## src/rtl/cpu_run_controller.sv

```systemverilog
`default_nettype none
// ============================================================================
// Module   : cpu_run_controller
// Brief    : Holds the CPU in reset after start, then runs it until a halt or timeout.
// Revision : 1.0
// ============================================================================
module cpu_run_controller #(
    parameter int RESET_CYCLES = 1,
    parameter int MAX_CYCLES   = 800,
    parameter int STALL_LIMIT  = 8,
    parameter int PC_WIDTH     = 64,
    parameter int CNT_WIDTH    = 32
) (
    input  logic                 clk,
    input  logic                 reset,
    input  logic                 start,
    input  logic [PC_WIDTH-1:0]  pc,
    input  logic                 retire,
    output logic                 cpu_reset,
    output logic                 running,
    output logic                 done,
    output logic                 halted,
    output logic                 timeout,
    output logic [CNT_WIDTH-1:0] cycle_count,
    output logic [CNT_WIDTH-1:0] retired_count
);

    localparam int c_HOLD_W  = (RESET_CYCLES <= 1) ? 1 : $clog2(RESET_CYCLES);
    localparam int c_STALL_W = (STALL_LIMIT <= 0) ? 1 : $clog2(STALL_LIMIT + 1);
    localparam bit c_HALT_EN = (STALL_LIMIT != 0);

    localparam logic [c_HOLD_W-1:0]  c_HOLD_LAST   = c_HOLD_W'(RESET_CYCLES - 1);
    localparam logic [c_STALL_W-1:0] c_STALL_LIMIT = c_STALL_W'(STALL_LIMIT);
    localparam logic [CNT_WIDTH-1:0] c_MAX_CYCLES  = CNT_WIDTH'(MAX_CYCLES);

    typedef enum logic [1:0] {
        S_IDLE       = 2'd0,
        S_RESET_HOLD = 2'd1,
        S_RUN        = 2'd2,
        S_DONE       = 2'd3
    } state_t;

    state_t                 state_q, state_d;
    logic [c_HOLD_W-1:0]    hold_cnt_q, hold_cnt_d;
    logic [c_STALL_W-1:0]   stall_cnt_q, stall_cnt_d;
    logic [PC_WIDTH-1:0]    pc_prev_q, pc_prev_d;
    logic                   pc_seen_q, pc_seen_d;
    logic [CNT_WIDTH-1:0]   cycle_count_q, cycle_count_d;
    logic [CNT_WIDTH-1:0]   retired_count_q, retired_count_d;
    logic                   halted_q, halted_d;
    logic                   timeout_q, timeout_d;

    logic                   w_pc_same;
    logic [c_STALL_W-1:0]   w_stall_inc;
    logic [CNT_WIDTH-1:0]   w_cycle_inc;
    logic                   w_halt;
    logic                   w_timeout;

    // The first RUN cycle has no previous PC, so it can never count as a stall.
    assign w_pc_same   = pc_seen_q && (pc == pc_prev_q);
    assign w_stall_inc = stall_cnt_q + c_STALL_W'(1);
    assign w_cycle_inc = cycle_count_q + CNT_WIDTH'(1);
    assign w_halt      = c_HALT_EN && w_pc_same && (w_stall_inc == c_STALL_LIMIT);
    assign w_timeout   = (w_cycle_inc == c_MAX_CYCLES);

    always_comb begin
        state_d         = state_q;
        hold_cnt_d      = hold_cnt_q;
        stall_cnt_d     = stall_cnt_q;
        pc_prev_d       = pc_prev_q;
        pc_seen_d       = pc_seen_q;
        cycle_count_d   = cycle_count_q;
        retired_count_d = retired_count_q;
        halted_d        = halted_q;
        timeout_d       = timeout_q;

        case (state_q)
            S_IDLE, S_DONE: begin
                if (start) begin
                    state_d         = S_RESET_HOLD;
                    hold_cnt_d      = '0;
                    stall_cnt_d     = '0;
                    pc_seen_d       = 1'b0;
                    cycle_count_d   = '0;
                    retired_count_d = '0;
                    halted_d        = 1'b0;
                    timeout_d       = 1'b0;
                end
            end
            S_RESET_HOLD: begin
                hold_cnt_d = hold_cnt_q + c_HOLD_W'(1);
                if (hold_cnt_q == c_HOLD_LAST) begin
                    state_d = S_RUN;
                end
            end
            S_RUN: begin
                cycle_count_d = w_cycle_inc;
                if (retire) begin
                    retired_count_d = retired_count_q + CNT_WIDTH'(1);
                end
                pc_prev_d   = pc;
                pc_seen_d   = 1'b1;
                stall_cnt_d = w_pc_same ? w_stall_inc : '0;
                if (w_halt) begin
                    halted_d = 1'b1;
                end
                if (w_timeout) begin
                    timeout_d = 1'b1;
                end
                if (w_halt || w_timeout) begin
                    state_d = S_DONE;
                end
            end
            default: begin
                state_d = S_IDLE;
            end
        endcase
    end

    always_ff @(posedge clk or posedge reset) begin
        if (reset) begin
            state_q         <= S_IDLE;
            hold_cnt_q      <= '0;
            stall_cnt_q     <= '0;
            pc_prev_q       <= '0;
            pc_seen_q       <= 1'b0;
            cycle_count_q   <= '0;
            retired_count_q <= '0;
            halted_q        <= 1'b0;
            timeout_q       <= 1'b0;
        end else begin
            state_q         <= state_d;
            hold_cnt_q      <= hold_cnt_d;
            stall_cnt_q     <= stall_cnt_d;
            pc_prev_q       <= pc_prev_d;
            pc_seen_q       <= pc_seen_d;
            cycle_count_q   <= cycle_count_d;
            retired_count_q <= retired_count_d;
            halted_q        <= halted_d;
            timeout_q       <= timeout_d;
        end
    end

    assign cpu_reset     = (state_q == S_IDLE) || (state_q == S_RESET_HOLD);
    assign running       = (state_q == S_RUN);
    assign done          = (state_q == S_DONE);
    assign halted        = halted_q;
    assign timeout       = timeout_q;
    assign cycle_count   = cycle_count_q;
    assign retired_count = retired_count_q;

endmodule
`default_nettype wire

```

## config.mk

```make
export PLATFORM = sky130hd
export DESIGN_NAME = cpu_run_controller
export DESIGN_NICKNAME = d
export VERILOG_FILES = /design/src/rtl/cpu_run_controller.sv
export SDC_FILE = /design/constraint.sdc
export NUM_CORES = 1
export LEC_CHECK = 0
export ABC_AREA = 0
export CAP_MARGIN = 20
export CORE_ASPECT_RATIO = 0.75
export CORE_MARGIN = 3
export CORE_UTILIZATION = 58
export CTS_CLUSTER_DIAMETER = 30
export CTS_CLUSTER_SIZE = 24
export DETAILED_ROUTE_END_ITERATION = 12
export HOLD_SLACK_MARGIN = 0.15
export PLACE_DENSITY = 0.87
export SYNTH_ARGS = -nofsm -noshare
export SYNTH_HDL_FRONTEND = slang
export SYNTH_SLANG_ARGS = --single-unit
```

## constraint.sdc

```tcl
create_clock -name clk -period 7.45 [get_ports clk]
set_input_delay 1.49 -clock clk [delete_from_list [all_inputs] [get_ports clk]]
set_output_delay 1.49 -clock clk [all_outputs]
set_load 0.01 [all_outputs]
```

==> impl_metrics.prom, run 1 <==
# TYPE chip_impl_metric gauge
chip_impl_metric{name="fin_worst_hold_slack",unit="ns"} 0.506
chip_impl_metric{name="die_area",unit="um^2"} 14700
chip_impl_metric{name="actual_transition_at_the_worst_max_transition_pin",unit="ns"} 0.893
chip_impl_info{name="worstSetupEndpointType",value="output pin"} 1
chip_impl_metric{name="via_per_inst",unit=""} 6.03
chip_impl_info{name="status",value="completed"} 1
chip_impl_metric{name="path_max_fanout",unit=""} 76
chip_impl_metric{name="vias",unit=""} 6396
chip_impl_metric{name="timing_hold_violations_final",unit=""} 0
chip_impl_metric{name="route.detailed.wl_per_inst",unit="um"} 17.9
chip_impl_metric{name="drive_above_1_share",unit="%"} 14.5
chip_impl_metric{name="yosysSeqAreaShare",unit="%"} 45.0
chip_impl_metric{name="flop_and_latch_count_out_of_synthesis",unit=""} 138
chip_impl_metric{name="io_pins",unit=""} 137
chip_impl_metric{name="post_cts_hold_buffer_count",unit=""} 0
chip_impl_info{name="ys.flop_type",value="dfrtp_1"} 1
chip_impl_metric{name="ant_nets",unit=""} 0
chip_impl_metric{name="place_inst",unit=""} 1029
chip_impl_info{name="post_synth_main_area_contributors",value="dfrtp_1, mux2_2, xor2_1"} 1
chip_impl_info{name="tritoncts",value="done"} 1
chip_impl_metric{name="synth_enable_flop_cells",unit=""} 0
chip_impl_metric{name="worstSkewPairLatency",unit="ns"} 0.41
chip_impl_metric{name="timing.final.crit_share",unit="%"} 53.9
chip_impl_metric{name="grtUsageTotal",unit="%"} 25.9
chip_impl_info{name="hold_class",value="reg -> reg"} 1
chip_impl_metric{name="rows",unit=""} 35
chip_impl_metric{name="synth_area",unit="um^2"} 7670
chip_impl_info{name="rsz0062_at_grt",value="no"} 1
chip_impl_metric{name="setup-violations-final",unit=""} 0
chip_impl_metric{name="grt_start_max_net_pins",unit=""} 77
chip_impl_metric{name="grt_overflow",unit=""} 0
chip_impl_metric{name="nets",unit=""} 960
chip_impl_info{name="cts_root_buf",value="clkbuf_16"} 1
chip_impl_metric{name="cts_htree_levels",unit=""} 4
chip_impl_metric{name="initial_utilization",unit="%"} 60.8
chip_impl_metric{name="dr.pass1.iters",unit=""} 7
chip_impl_metric{name="cts.clk_slew.worst_paths",unit="ns"} 0.06
chip_impl_metric{name="post_route_minimum_period",unit="ns"} 4.01
chip_impl_info{name="crit_type",value="reg -> out"} 1
chip_impl_metric{name="fmax",unit="MHz"} 249
chip_impl_metric{name="postRouteWirelength",unit="um"} 19000
chip_impl_metric{name="synth_fp_nets",unit=""} 838
chip_impl_metric{name="weighted_congestion_at_the_end_of_routability_driven_global_placement",unit=""} 0.874
chip_impl_metric{name="post-synth-top-area-fraction",unit="%"} 45.0
chip_impl_metric{name="count_of_placed_standard_cells_in_the_final_layout_fillers_left_out",unit=""} 1061
chip_impl_metric{name="required",unit="ns"} 5.96
chip_impl_metric{name="first_global_vias",unit=""} 6360
chip_impl_info{name="critical_path.startpoint_type",value="flip-flop"} 1
chip_impl_metric{name="cts_num_sinks",unit=""} 138
chip_impl_metric{name="power.density",unit="nW/um^2"} 189
chip_impl_metric{name="grt_antenna_before_repair",unit=""} 0
chip_impl_metric{name="critPathArrivalTime",unit="ns"} 2.52
chip_impl_metric{name="maximum_clock_insertion_buffer_count",unit=""} 2
chip_impl_metric{name="die_width",unit="um"} 139
chip_impl_metric{name="setup-tns-final",unit="ns"} 0
chip_impl_metric{name="post_cts_resize_count",unit=""} 0
chip_impl_metric{name="port-buffer-count",unit=""} 136
chip_impl_info{name="synth_most_common_cell",value="dfrtp_1"} 1
chip_impl_info{name="synth_common_cells",value="dfrtp_1, xor2_1, o21ai_0"} 1
chip_impl_metric{name="slew-limit-headroom",unit="%"} 40.4
chip_impl_info{name="netlist.top_cell.by_area",value="dfrtp_1"} 1
chip_impl_metric{name="die_height",unit="um"} 106
chip_impl_metric{name="route.detailed.drc",unit=""} 0
chip_impl_metric{name="timing_max_transition_violations_final",unit=""} 0
chip_impl_metric{name="drt-initial-drc-count",unit=""} 476
chip_impl_metric{name="yosys_warnings",unit=""} 0
chip_impl_metric{name="n_antenna_cell",unit=""} 0
chip_impl_metric{name="post-cts-setup-buffers",unit=""} 0
chip_impl_metric{name="synthesis_to_layout_area_growth",unit="%"} 26.6
chip_impl_metric{name="coreArea",unit="um^2"} 12600
chip_impl_metric{name="max_cap_viol_count",unit=""} 0
chip_impl_metric{name="clock_skew",unit="ns"} 0.0132
chip_impl_metric{name="ir_drop",unit="V"} 0.000178
chip_impl_metric{name="static-leakage-power",unit="nW"} 4.02
chip_impl_metric{name="synth_area_per_inst",unit="um^2"} 10.1
chip_impl_metric{name="dp_hpwl",unit="um"} 13000
chip_impl_metric{name="synth_cell_type_count",unit=""} 62
chip_impl_metric{name="postSynth.asyncResetShare",unit="%"} 100
chip_impl_metric{name="number_of_clock_buffers_inserted_by_tritoncts",unit=""} 17
chip_impl_metric{name="post_synthesis_cells",unit=""} 760
chip_impl_metric{name="grt_pass1_wl",unit="um"} 31100
[report_power, final]
part	internal [mW]	total [mW]	switching (mW)	leakage (nW)
Sequential	0.781	0.815	0.0338	1.74
Combinational	0.0972	0.171	0.0734	1.99
Clock	0.511	0.853	0.342	0.284
[flip-flops by register name, indices dropped and copies added, names as in the netlist, 2 cells and up]
register / flops
pc_prev_q: 64
cycle_count: 32
retired_count: 32
stall_cnt_q: 4
state_q: 2
[path summary, 6_finish.rpt]
kind	from	to	slack [ns]	cells after the start
worst min register to register	timeout$_DFFE_PP0P_	timeout$_DFFE_PP0P_	0.51	2
worst max-delay path	state_q[0]$_DFFE_PP0P_	running	3.44	4
max in group asynchronous	reset	pc_prev_q[9]$_DFFE_PP0P_	4.31	4
worst min-delay path	timeout$_DFFE_PP0P_	timeout$_DFFE_PP0P_	0.51	2
min in group asynchronous	reset	pc_prev_q[8]$_DFFE_PP0P_	1.50	2
worst max register to register	state_q[0]$_DFFE_PP0P_	retired_count[31]$_DFFE_PP0P_	3.71	12
[critical path, cell delays in order, from the launching register on]
cell,delay [ns]
dfrtp_1,0.42
inv_1,0.12
ha_2,0.18
buf_4,0.69
clkdlybuf4s50_1,0.68
[cell usage in the layout, fill, tap and decap left out, types with 3 or more instances in the layout]
cell type and instances:
and4_1 6, nand3_1 27, and2_1 5, o22ai_1 3
nor2_1 48, o21ai_0 68, clkdlybuf4s50_1 136, a31oi_1 9
xnor2_1 15, mux2_2 60, nand4_1 23, and3_1 6
or3_1 10, mux2i_1 3, nand2b_1 4, a22o_1 5
inv_1 16, o31ai_1 8, nor4_1 17, buf_4 7
dfrtp_1 138, clkinvlp_4 3, nor3_1 19, a2111oi_0 3
xor2_1 77, nor2b_1 13, inv_6 6, clkbuf_16 17
nand2_1 59, a21oi_1 21, ha_1 9
[metal layers]
layer | vias up | global-route usage, % | wire, um
li1 | 2960 | - | -
met1 | 3137 | 35.1 | 8030
met2 | 275 | 43.2 | 9370
met3 | 24 | 4.72 | 1350
met4 | 0 | 7.19 | 209
met5 | - | 0 | 0
[cell type report]
type	count	area [um^2]
tap	166	208
clock buffer	19	443
fill	818	2900
timing repair buffer	144	1440
sequential	138	3450
multi-input combinational	564	3950
inverter	17	66.3
clock inverter	13	155
[cells by family (layout without fill, tap and decap cells)]
group           after synthesis  count (layout)  share of synthesized area, %
simple gates                267             267                          19.7
flops                       138             138                          45.0
compound gates              130             130                          9.95
xor+xnor                     92              92                          10.5
mux                          65              65                          9.52
buf+inv                      58             193                          3.69
fa+ha+maj                    10              10                          1.63
[per-stage QoR]
step / power, mW / utilization, % / worst slack [ns] / instance area (um^2)
2_1_floorplan: 0.901 / - / 2.26 / 7670
6_report: 1.84 / 77.0 / 3.44 / 9720
3_5_place_dp: 0.999 / 72.3 / 3.18 / 9120
3_3_place_gp: 0.986 / 72.1 / 3.24 / 9090
5_1_grt: 1.90 / 77.0 / 3.29 / 9720
4_1_cts: 1.85 / 77.0 / 3.42 / 9720
No activity file was read; power rests on OpenSTA's default activity.
==> inputs of run 2 (changes only) <==
--- a/config.mk
+++ b/config.mk
@@ -9,12 +9,12 @@
 export CAP_MARGIN = 20
 export CORE_ASPECT_RATIO = 0.75
 export CORE_MARGIN = 3
-export CORE_UTILIZATION = 58
+export CORE_UTILIZATION = 53
 export CTS_CLUSTER_DIAMETER = 30
 export CTS_CLUSTER_SIZE = 24
 export DETAILED_ROUTE_END_ITERATION = 12
 export HOLD_SLACK_MARGIN = 0.15
-export PLACE_DENSITY = 0.87
+export PLACE_DENSITY = 0.8
 export SYNTH_ARGS = -nofsm -noshare
 export SYNTH_HDL_FRONTEND = slang
 export SYNTH_SLANG_ARGS = --single-unit
==> constraint.sdc (replaced) <==
create_clock -name clk -period 3.8 [get_ports clk]
set_input_delay 0.76 -clock clk [delete_from_list [all_inputs] [get_ports clk]]
set_output_delay 0.76 -clock clk [all_outputs]
set_load 0.01 [all_outputs]
==> run 2 against run 1 <==
  * Setup slack worse by 3.0 ns
  * Clock-buffer cell count rose by 7
  * Clock skew decreased by 0.0067 ns
  * Cell area up 0.97%
  * Clock power up 100%
  * Sequential power up 96%
  * Critical path depth rose by 5
  * Total power increased by 99%
  * First-iteration DRC count shrank 14%
  * Global-route usage shrank 1.7 points
  * Critical endpoint is now state_q[1]$_DFFE_PP0P_
==> impl_metrics.prom, run 2 (synthesis gave the netlist of run 1 again) <==
# TYPE chip_impl_metric gauge
chip_impl_info{name="status",value="completed"} 1
chip_impl_metric{name="placedInstanceArea",unit="um^2"} 9180
chip_impl_metric{name="nets",unit=""} 963
chip_impl_metric{name="place_inst",unit=""} 1061
chip_impl_metric{name="grt_pass1_wl",unit="um"} 31300
chip_impl_metric{name="post_cts_hold_buffer_count",unit=""} 0
chip_impl_info{name="rsz0062_at_grt",value="no"} 1
chip_impl_metric{name="initial_utilization",unit="%"} 55.1
chip_impl_metric{name="coreArea",unit="um^2"} 13900
chip_impl_metric{name="synthesis_to_layout_area_growth",unit="%"} 27.9
chip_impl_metric{name="dp_hpwl",unit="um"} 13100
chip_impl_metric{name="fillerInstances",unit=""} 1029
chip_impl_metric{name="weighted_congestion_at_the_end_of_routability_driven_global_placement",unit=""} 0.880
chip_impl_metric{name="die_height",unit="um"} 110
chip_impl_metric{name="p_sw",unit="mW"} 0.804
chip_impl_metric{name="clock_skew",unit="ns"} 0.00645
chip_impl_metric{name="timing_max_transition_violations_final",unit=""} 0
chip_impl_metric{name="static-leakage-power",unit="nW"} 4.05
chip_impl_metric{name="worstSkewPairLatency",unit="ns"} 0.41
chip_impl_metric{name="swShare",unit="%"} 21.9
chip_impl_metric{name="timing.final.crit_share",unit="%"} 88.4
chip_impl_metric{name="postLayoutCellArea",unit="um^2"} 9810
chip_impl_metric{name="fin_total_pwr",unit="mW"} 3.67
chip_impl_metric{name="comb_power_share",unit="%"} 9.1
chip_impl_metric{name="cts_htree_levels",unit=""} 4
chip_impl_metric{name="route.detailed.wl_per_inst",unit="um"} 17.3
chip_impl_metric{name="pre_cts_ws",unit="ns"} 0.444
chip_impl_metric{name="setup-tns-final",unit="ns"} 0
chip_impl_metric{name="port-buffer-count",unit=""} 136
chip_impl_metric{name="first_global_vias",unit=""} 6212
chip_impl_metric{name="max_cap_viol_count",unit=""} 0
chip_impl_metric{name="fmax",unit="MHz"} 298
chip_impl_metric{name="postRouteWirelength",unit="um"} 18900
chip_impl_metric{name="ir_drop",unit="V"} 0.000300
chip_impl_metric{name="grtUsageTotal",unit="%"} 24.2
chip_impl_metric{name="path_max_fanout",unit=""} 13
chip_impl_metric{name="maximum_clock_insertion_buffer_count",unit=""} 2
chip_impl_metric{name="cell_internal_power_dissipation",unit="mW"} 2.86
chip_impl_metric{name="actual_transition_at_the_worst_max_transition_pin",unit="ns"} 0.898
chip_impl_metric{name="post_cts_resize_count",unit=""} 0
chip_impl_metric{name="post-cts-setup-buffers",unit=""} 0
chip_impl_metric{name="cts.clk_slew.worst_paths",unit="ns"} 0.06
chip_impl_metric{name="count_of_placed_standard_cells_in_the_final_layout_fillers_left_out",unit=""} 1093
chip_impl_metric{name="cpPeakStageDelay",unit="ns"} 0.51
chip_impl_metric{name="grt_start_max_net_pins",unit=""} 73
chip_impl_info{name="worstPathCellList",value="ha_1 -> and3_1 -> nand3_1 -> nor2_1 -> a22o_1 -> o22ai_1 -> nor4_2 -> o31ai_2 -> mux2_4"} 1
chip_impl_metric{name="final.setup.worst_slack",unit="ns"} 0.441
chip_impl_metric{name="slew-limit-headroom",unit="%"} 40.1
chip_impl_metric{name="n_antenna_cell",unit=""} 0
chip_impl_info{name="hold_class",value="reg -> reg"} 1
chip_impl_metric{name="drt-initial-drc-count",unit=""} 409
chip_impl_metric{name="timing_hold_violations_final",unit=""} 0
chip_impl_metric{name="grt_antenna_before_repair",unit=""} 0
chip_impl_metric{name="dr.pass1.iters",unit=""} 5
chip_impl_metric{name="rows",unit=""} 37
chip_impl_info{name="crit_type",value="reg -> reg"} 1
chip_impl_info{name="final_common_cell",value="dfrtp_1"} 1
chip_impl_metric{name="critPathArrivalTime",unit="ns"} 3.65
chip_impl_info{name="crit_path_top_delay_cell",value="dfrtp_1"} 1
chip_impl_info{name="critical_path.startpoint_type",value="flip-flop"} 1
chip_impl_info{name="worstSetupEndpointType",value="flip-flop"} 1
chip_impl_metric{name="vias",unit=""} 6282
chip_impl_metric{name="largest_register_ffs",unit=""} 64
chip_impl_metric{name="pwr-share-clk",unit="%"} 47.4
chip_impl_info{name="cts_root_buf",value="clkbuf_16"} 1
chip_impl_metric{name="setup-violations-final",unit=""} 0
chip_impl_metric{name="ant_nets",unit=""} 0
chip_impl_metric{name="power.density",unit="nW/um^2"} 374
chip_impl_info{name="highest_count_cells_in_the_layout_ignoring_fill_and_taps",value="dfrtp_1, clkdlybuf4s50_1, xor2_1"} 1
chip_impl_metric{name="die_width",unit="um"} 145
chip_impl_info{name="top_register",value="pc_prev_q"} 1
chip_impl_metric{name="drive_above_1_share",unit="%"} 14.6
chip_impl_metric{name="seq_power_share",unit="%"} 43.5
chip_impl_metric{name="post_route_minimum_period",unit="ns"} 3.36
chip_impl_metric{name="number_of_clock_buffers_inserted_by_tritoncts",unit=""} 17
chip_impl_info{name="tritoncts",value="done"} 1
chip_impl_metric{name="io_pins",unit=""} 137
chip_impl_metric{name="grt_overflow",unit=""} 0
chip_impl_metric{name="die_area",unit="um^2"} 16000
chip_impl_metric{name="required",unit="ns"} 4.09
chip_impl_metric{name="route.detailed.drc",unit=""} 0
chip_impl_metric{name="via_per_inst",unit=""} 5.75
chip_impl_metric{name="cts_num_sinks",unit=""} 138
[run 2: cell count changes in the layout (fill, tap and decap cells not counted), sizes merged]
| cell | previous run | this run |
|---|---|---|
| clkbuf | 19 | 26 |
| inv | 24 | 16 |
| clkinvlp | 3 | 2 |
| clkinv | 1 | 2 |
| bufinv | 2 | 3 |
| buf | 8 | 11 |
[run 2: path summary, 6_finish.rpt]
| path | end | slack [ns] | start | cells past startpoint |
|---|---|---|---|---|
| worst max-delay path | state_q[1]$_DFFE_PP0P_ | 0.44 | cycle_count[0]$_DFFE_PP0P_ | 9 |
| worst min-delay path | hold_cnt_q$_DFFE_PP0P_ | 0.49 | hold_cnt_q$_DFFE_PP0P_ | 1 |
| worst max register to register | state_q[1]$_DFFE_PP0P_ | 0.44 | cycle_count[0]$_DFFE_PP0P_ | 9 |
| worst min register to register | hold_cnt_q$_DFFE_PP0P_ | 0.49 | hold_cnt_q$_DFFE_PP0P_ | 1 |
| max in group asynchronous | pc_prev_q[35]$_DFFE_PP0P_ | 2.22 | reset | 3 |
| min in group asynchronous | pc_prev_q[52]$_DFFE_PP0P_ | 0.83 | reset | 2 |
[run 2: area by class of cell]
class,instances,area (um^2),share of cell area (%)
multi-input cells,564,3950,40.3
flip-flops and latches,138,3450,35.2
repair buffers,147,1470,15.0
clock buffers,26,519,5.29
well taps,195,244,2.49
clock inverters,6,108,1.10
inverters,17,67.6,0.689
[run 2: stage by stage]
step / hold WS (ns) / util [%]
global placement: 0.478 / 65.9
global route: 0.532 / 70.4
floorplan: 0.451 / -
finish: 0.486 / 70.4
detailed placement: 0.480 / 65.9
CTS: 0.493 / 70.4
[run 2: critical path, delay by kind of cell (launching register included)]
kind                       cells  cell delay, ns
adders and majority gates      1            0.33
and+or+nand+nor                4            1.66
DFF                            1            0.51
AOI/OAI and AO/OA              3            0.43
muxes                          1            0.31
[run 2: power groups by stage]
| stage | Combinational (mW) | Clock [mW] | Sequential [mW] |
|---|---|---|---|
| after floorplan | 0.146 | 0 | 1.62 |
| after global placement | 0.326 | 0 | 1.62 |
| after detailed placement | 0.334 | 0 | 1.62 |
| after CTS | 0.337 | 1.77 | 1.59 |
| after global routing | 0.368 | 1.84 | 1.60 |
| final | 0.333 | 1.74 | 1.60 |
[run 2: metal layers]
| layer | track usage (%) | part of all wire (%) | up-vias | wire length [um] |
|---|---|---|---|---|
| met3 | 5.76 | 5.5 | 33 | 1040 |
| met4 | 7.86 | 1.5 | 0 | 280 |
| met1 | 32.5 | 46 | 3062 | 8690 |
| met2 | 39.5 | 47 | 210 | 8890 |
| li1 | - | - | 2977 | - |
| met5 | 0 | 0 | - | 0 |
==> inputs of run 3 (changes only) <==
--- a/config.mk
+++ b/config.mk
@@ -8,7 +8,7 @@
 export ABC_AREA = 0
 export CAP_MARGIN = 20
 export CORE_ASPECT_RATIO = 0.75
-export CORE_MARGIN = 3
+export CORE_MARGIN = 1.5
 export CORE_UTILIZATION = 53
 export CTS_CLUSTER_DIAMETER = 30
 export CTS_CLUSTER_SIZE = 24
==> run 3 against run 2 <==
  * Clock-buffer cell count down 6
  * Combinational power about the same
  * Sequential share of layout area up 0.20 points
  * Global-route usage up 1.9 points
  * Via count about the same
  * Register-to-register slack worse by 0.02 ns
  * Cell count down 0.18%
  * Cell area down 0.57%
  * Fmax down 0.47%
  * Critical path type unchanged
  * Critical endpoint unchanged
==> impl_metrics.prom, run 3 (synthesis gave the netlist of run 1 again) <==
# TYPE chip_impl_metric gauge
chip_impl_info{name="grt-busiest-layer",value="met2"} 1
chip_impl_metric{name="post_route_minimum_period",unit="ns"} 3.37
chip_impl_info{name="final_common_cell",value="dfrtp_1"} 1
chip_impl_metric{name="timing_max_transition_violations_final",unit=""} 0
chip_impl_metric{name="post-cts-setup-buffers",unit=""} 0
chip_impl_info{name="highest_count_cells_in_the_layout_ignoring_fill_and_taps",value="dfrtp_1, clkdlybuf4s50_1, xor2_1"} 1
chip_impl_metric{name="groute.layer.met2.usage",unit="%"} 41.6
chip_impl_metric{name="cts_num_sinks",unit=""} 138
chip_impl_metric{name="ant_nets",unit=""} 0
chip_impl_info{name="status",value="completed"} 1
chip_impl_metric{name="dp_hpwl",unit="um"} 13000
chip_impl_metric{name="vias",unit=""} 6288
chip_impl_metric{name="drive_above_1_share",unit="%"} 14.6
chip_impl_metric{name="worstSkewPairLatency",unit="ns"} 0.42
chip_impl_info{name="tritoncts",value="done"} 1
chip_impl_info{name="hold_class",value="reg -> reg"} 1
chip_impl_info{name="rsz0062_at_grt",value="no"} 1
chip_impl_metric{name="critPathArrivalTime",unit="ns"} 3.68
chip_impl_metric{name="post_cts_resize_count",unit=""} 0
chip_impl_metric{name="weighted_congestion_at_the_end_of_routability_driven_global_placement",unit=""} 0.854
chip_impl_metric{name="die_area",unit="um^2"} 15200
chip_impl_metric{name="route.detailed.wl_per_inst",unit="um"} 17.2
chip_impl_metric{name="route.detailed.drc",unit=""} 0
chip_impl_metric{name="drt-initial-drc-count",unit=""} 405
chip_impl_metric{name="timing.final.crit_share",unit="%"} 88.8
chip_impl_metric{name="fin_worst_hold_slack",unit="ns"} 0.495
chip_impl_metric{name="n_antenna_cell",unit=""} 0
chip_impl_metric{name="fin_total_pwr",unit="mW"} 3.55
chip_impl_metric{name="pre_cts_ws",unit="ns"} 0.424
chip_impl_metric{name="first_global_vias",unit=""} 6254
chip_impl_metric{name="grt_antenna_before_repair",unit=""} 0
chip_impl_metric{name="setup-violations-final",unit=""} 0
chip_impl_metric{name="static-leakage-power",unit="nW"} 4.01
chip_impl_metric{name="number_of_clock_buffers_inserted_by_tritoncts",unit=""} 17
chip_impl_metric{name="grt_overflow",unit=""} 0
chip_impl_metric{name="die_height",unit="um"} 107
chip_impl_metric{name="cts.clk_slew.worst_paths",unit="ns"} 0.06
chip_impl_metric{name="grt_start_max_net_pins",unit=""} 83
chip_impl_metric{name="io_pins",unit=""} 137
chip_impl_metric{name="grt_pass1_wl",unit="um"} 31000
chip_impl_metric{name="port-buffer-count",unit=""} 136
chip_impl_metric{name="rows",unit=""} 37
chip_impl_metric{name="clock_skew",unit="ns"} 0.00706
chip_impl_info{name="cts_root_buf",value="clkbuf_16"} 1
chip_impl_info{name="top_register",value="pc_prev_q"} 1
chip_impl_metric{name="ir_drop",unit="V"} 0.000372
chip_impl_metric{name="grt_use_met1",unit="%"} 35.2
chip_impl_metric{name="postRouteWirelength",unit="um"} 18700
chip_impl_metric{name="dr.pass1.iters",unit=""} 5
chip_impl_info{name="crit_type",value="reg -> reg"} 1
chip_impl_metric{name="power.density",unit="nW/um^2"} 364
chip_impl_metric{name="grtUsageTotal",unit="%"} 26.1
chip_impl_metric{name="largest_register_ffs",unit=""} 64
chip_impl_metric{name="cts_htree_levels",unit=""} 4
chip_impl_metric{name="path_max_fanout",unit=""} 9
chip_impl_metric{name="final.setup.worst_slack",unit="ns"} 0.425
chip_impl_info{name="critical_path.startpoint_type",value="flip-flop"} 1
chip_impl_metric{name="slew-limit-headroom",unit="%"} 41.2
chip_impl_metric{name="coreArea",unit="um^2"} 13900
chip_impl_metric{name="via_per_inst",unit=""} 5.76
chip_impl_metric{name="timing_hold_violations_final",unit=""} 0
chip_impl_metric{name="maximum_clock_insertion_buffer_count",unit=""} 2
chip_impl_info{name="worstSetupEndpointType",value="flip-flop"} 1
chip_impl_metric{name="nets",unit=""} 962
chip_impl_metric{name="initial_utilization",unit="%"} 55.1
chip_impl_metric{name="fmax",unit="MHz"} 296
chip_impl_metric{name="use_met3",unit="%"} 5.94
chip_impl_metric{name="actual_transition_at_the_worst_max_transition_pin",unit="ns"} 0.883
chip_impl_metric{name="synthesis_to_layout_area_growth",unit="%"} 27.1
chip_impl_metric{name="die_width",unit="um"} 142
chip_impl_metric{name="max_cap_viol_count",unit=""} 0
chip_impl_metric{name="post_cts_hold_buffer_count",unit=""} 0
chip_impl_metric{name="required",unit="ns"} 4.10
chip_impl_metric{name="setup-tns-final",unit="ns"} 0
[run 3: area by class of cell]
class                      instances  area, um^2
clock buffer                      20         457
clock inverter                    11         121
fill                            1026        4180
inverter                          17        67.6
multi-input combinational        564        3950
sequential                       138        3450
tap                              195         244
timing repair buffer             146        1460
[run 3: routing by layer]
| layer | vias to the layer above | share of wire [%] |
|---|---|---|
| met3 | 32 | 6.2 |
| met1 | 3076 | 44 |
| met5 | - | 0 |
| met2 | 224 | 47 |
| li1 | 2956 | - |
| met4 | 0 | 1.9 |
[run 3: worst max-delay path, cell delays in order, from the launching register on]
cell and delay, ns:
dfrtp_1 0.49, ha_1 0.32, nand3_2 0.22, nor4_1 0.42, xnor2_1 0.19, nand4_1 0.13
or4_4 0.56, nor4_2 0.48, o31ai_2 0.14, mux2_4 0.31
[run 3: per-stage QoR]
step	cells	area [um^2]	util, %
6_report	1091	9750	70.0
5_1_grt	1091	9750	70.0
4_1_cts	1091	9750	70.0
3_5_place_dp	1060	9180	65.8
3_3_place_gp	1060	9180	65.8
2_1_floorplan	760	7680	-
[run 3: report_power, final]
group | switching (mW) | internal (mW) | total [mW]
Clock | 0.630 | 0.994 | 1.62
Sequential | 0.0639 | 1.53 | 1.60
Combinational | 0.140 | 0.194 | 0.334
[run 3: worst paths after layout]
path,from,to,slack (ns),depth (start not counted)
min,halted$_DFFE_PP0P_,halted$_DFFE_PP0P_,0.49,2
max reg2reg,cycle_count[0]$_DFFE_PP0P_,state_q[1]$_DFFE_PP0P_,0.43,9
min reg2reg,halted$_DFFE_PP0P_,halted$_DFFE_PP0P_,0.49,2
max in group asynchronous,reset,pc_prev_q[0]$_DFFE_PP0P_,2.59,3
min in group asynchronous,reset,pc_prev_q[23]$_DFFE_PP0P_,0.81,3
max,cycle_count[0]$_DFFE_PP0P_,state_q[1]$_DFFE_PP0P_,0.43,9
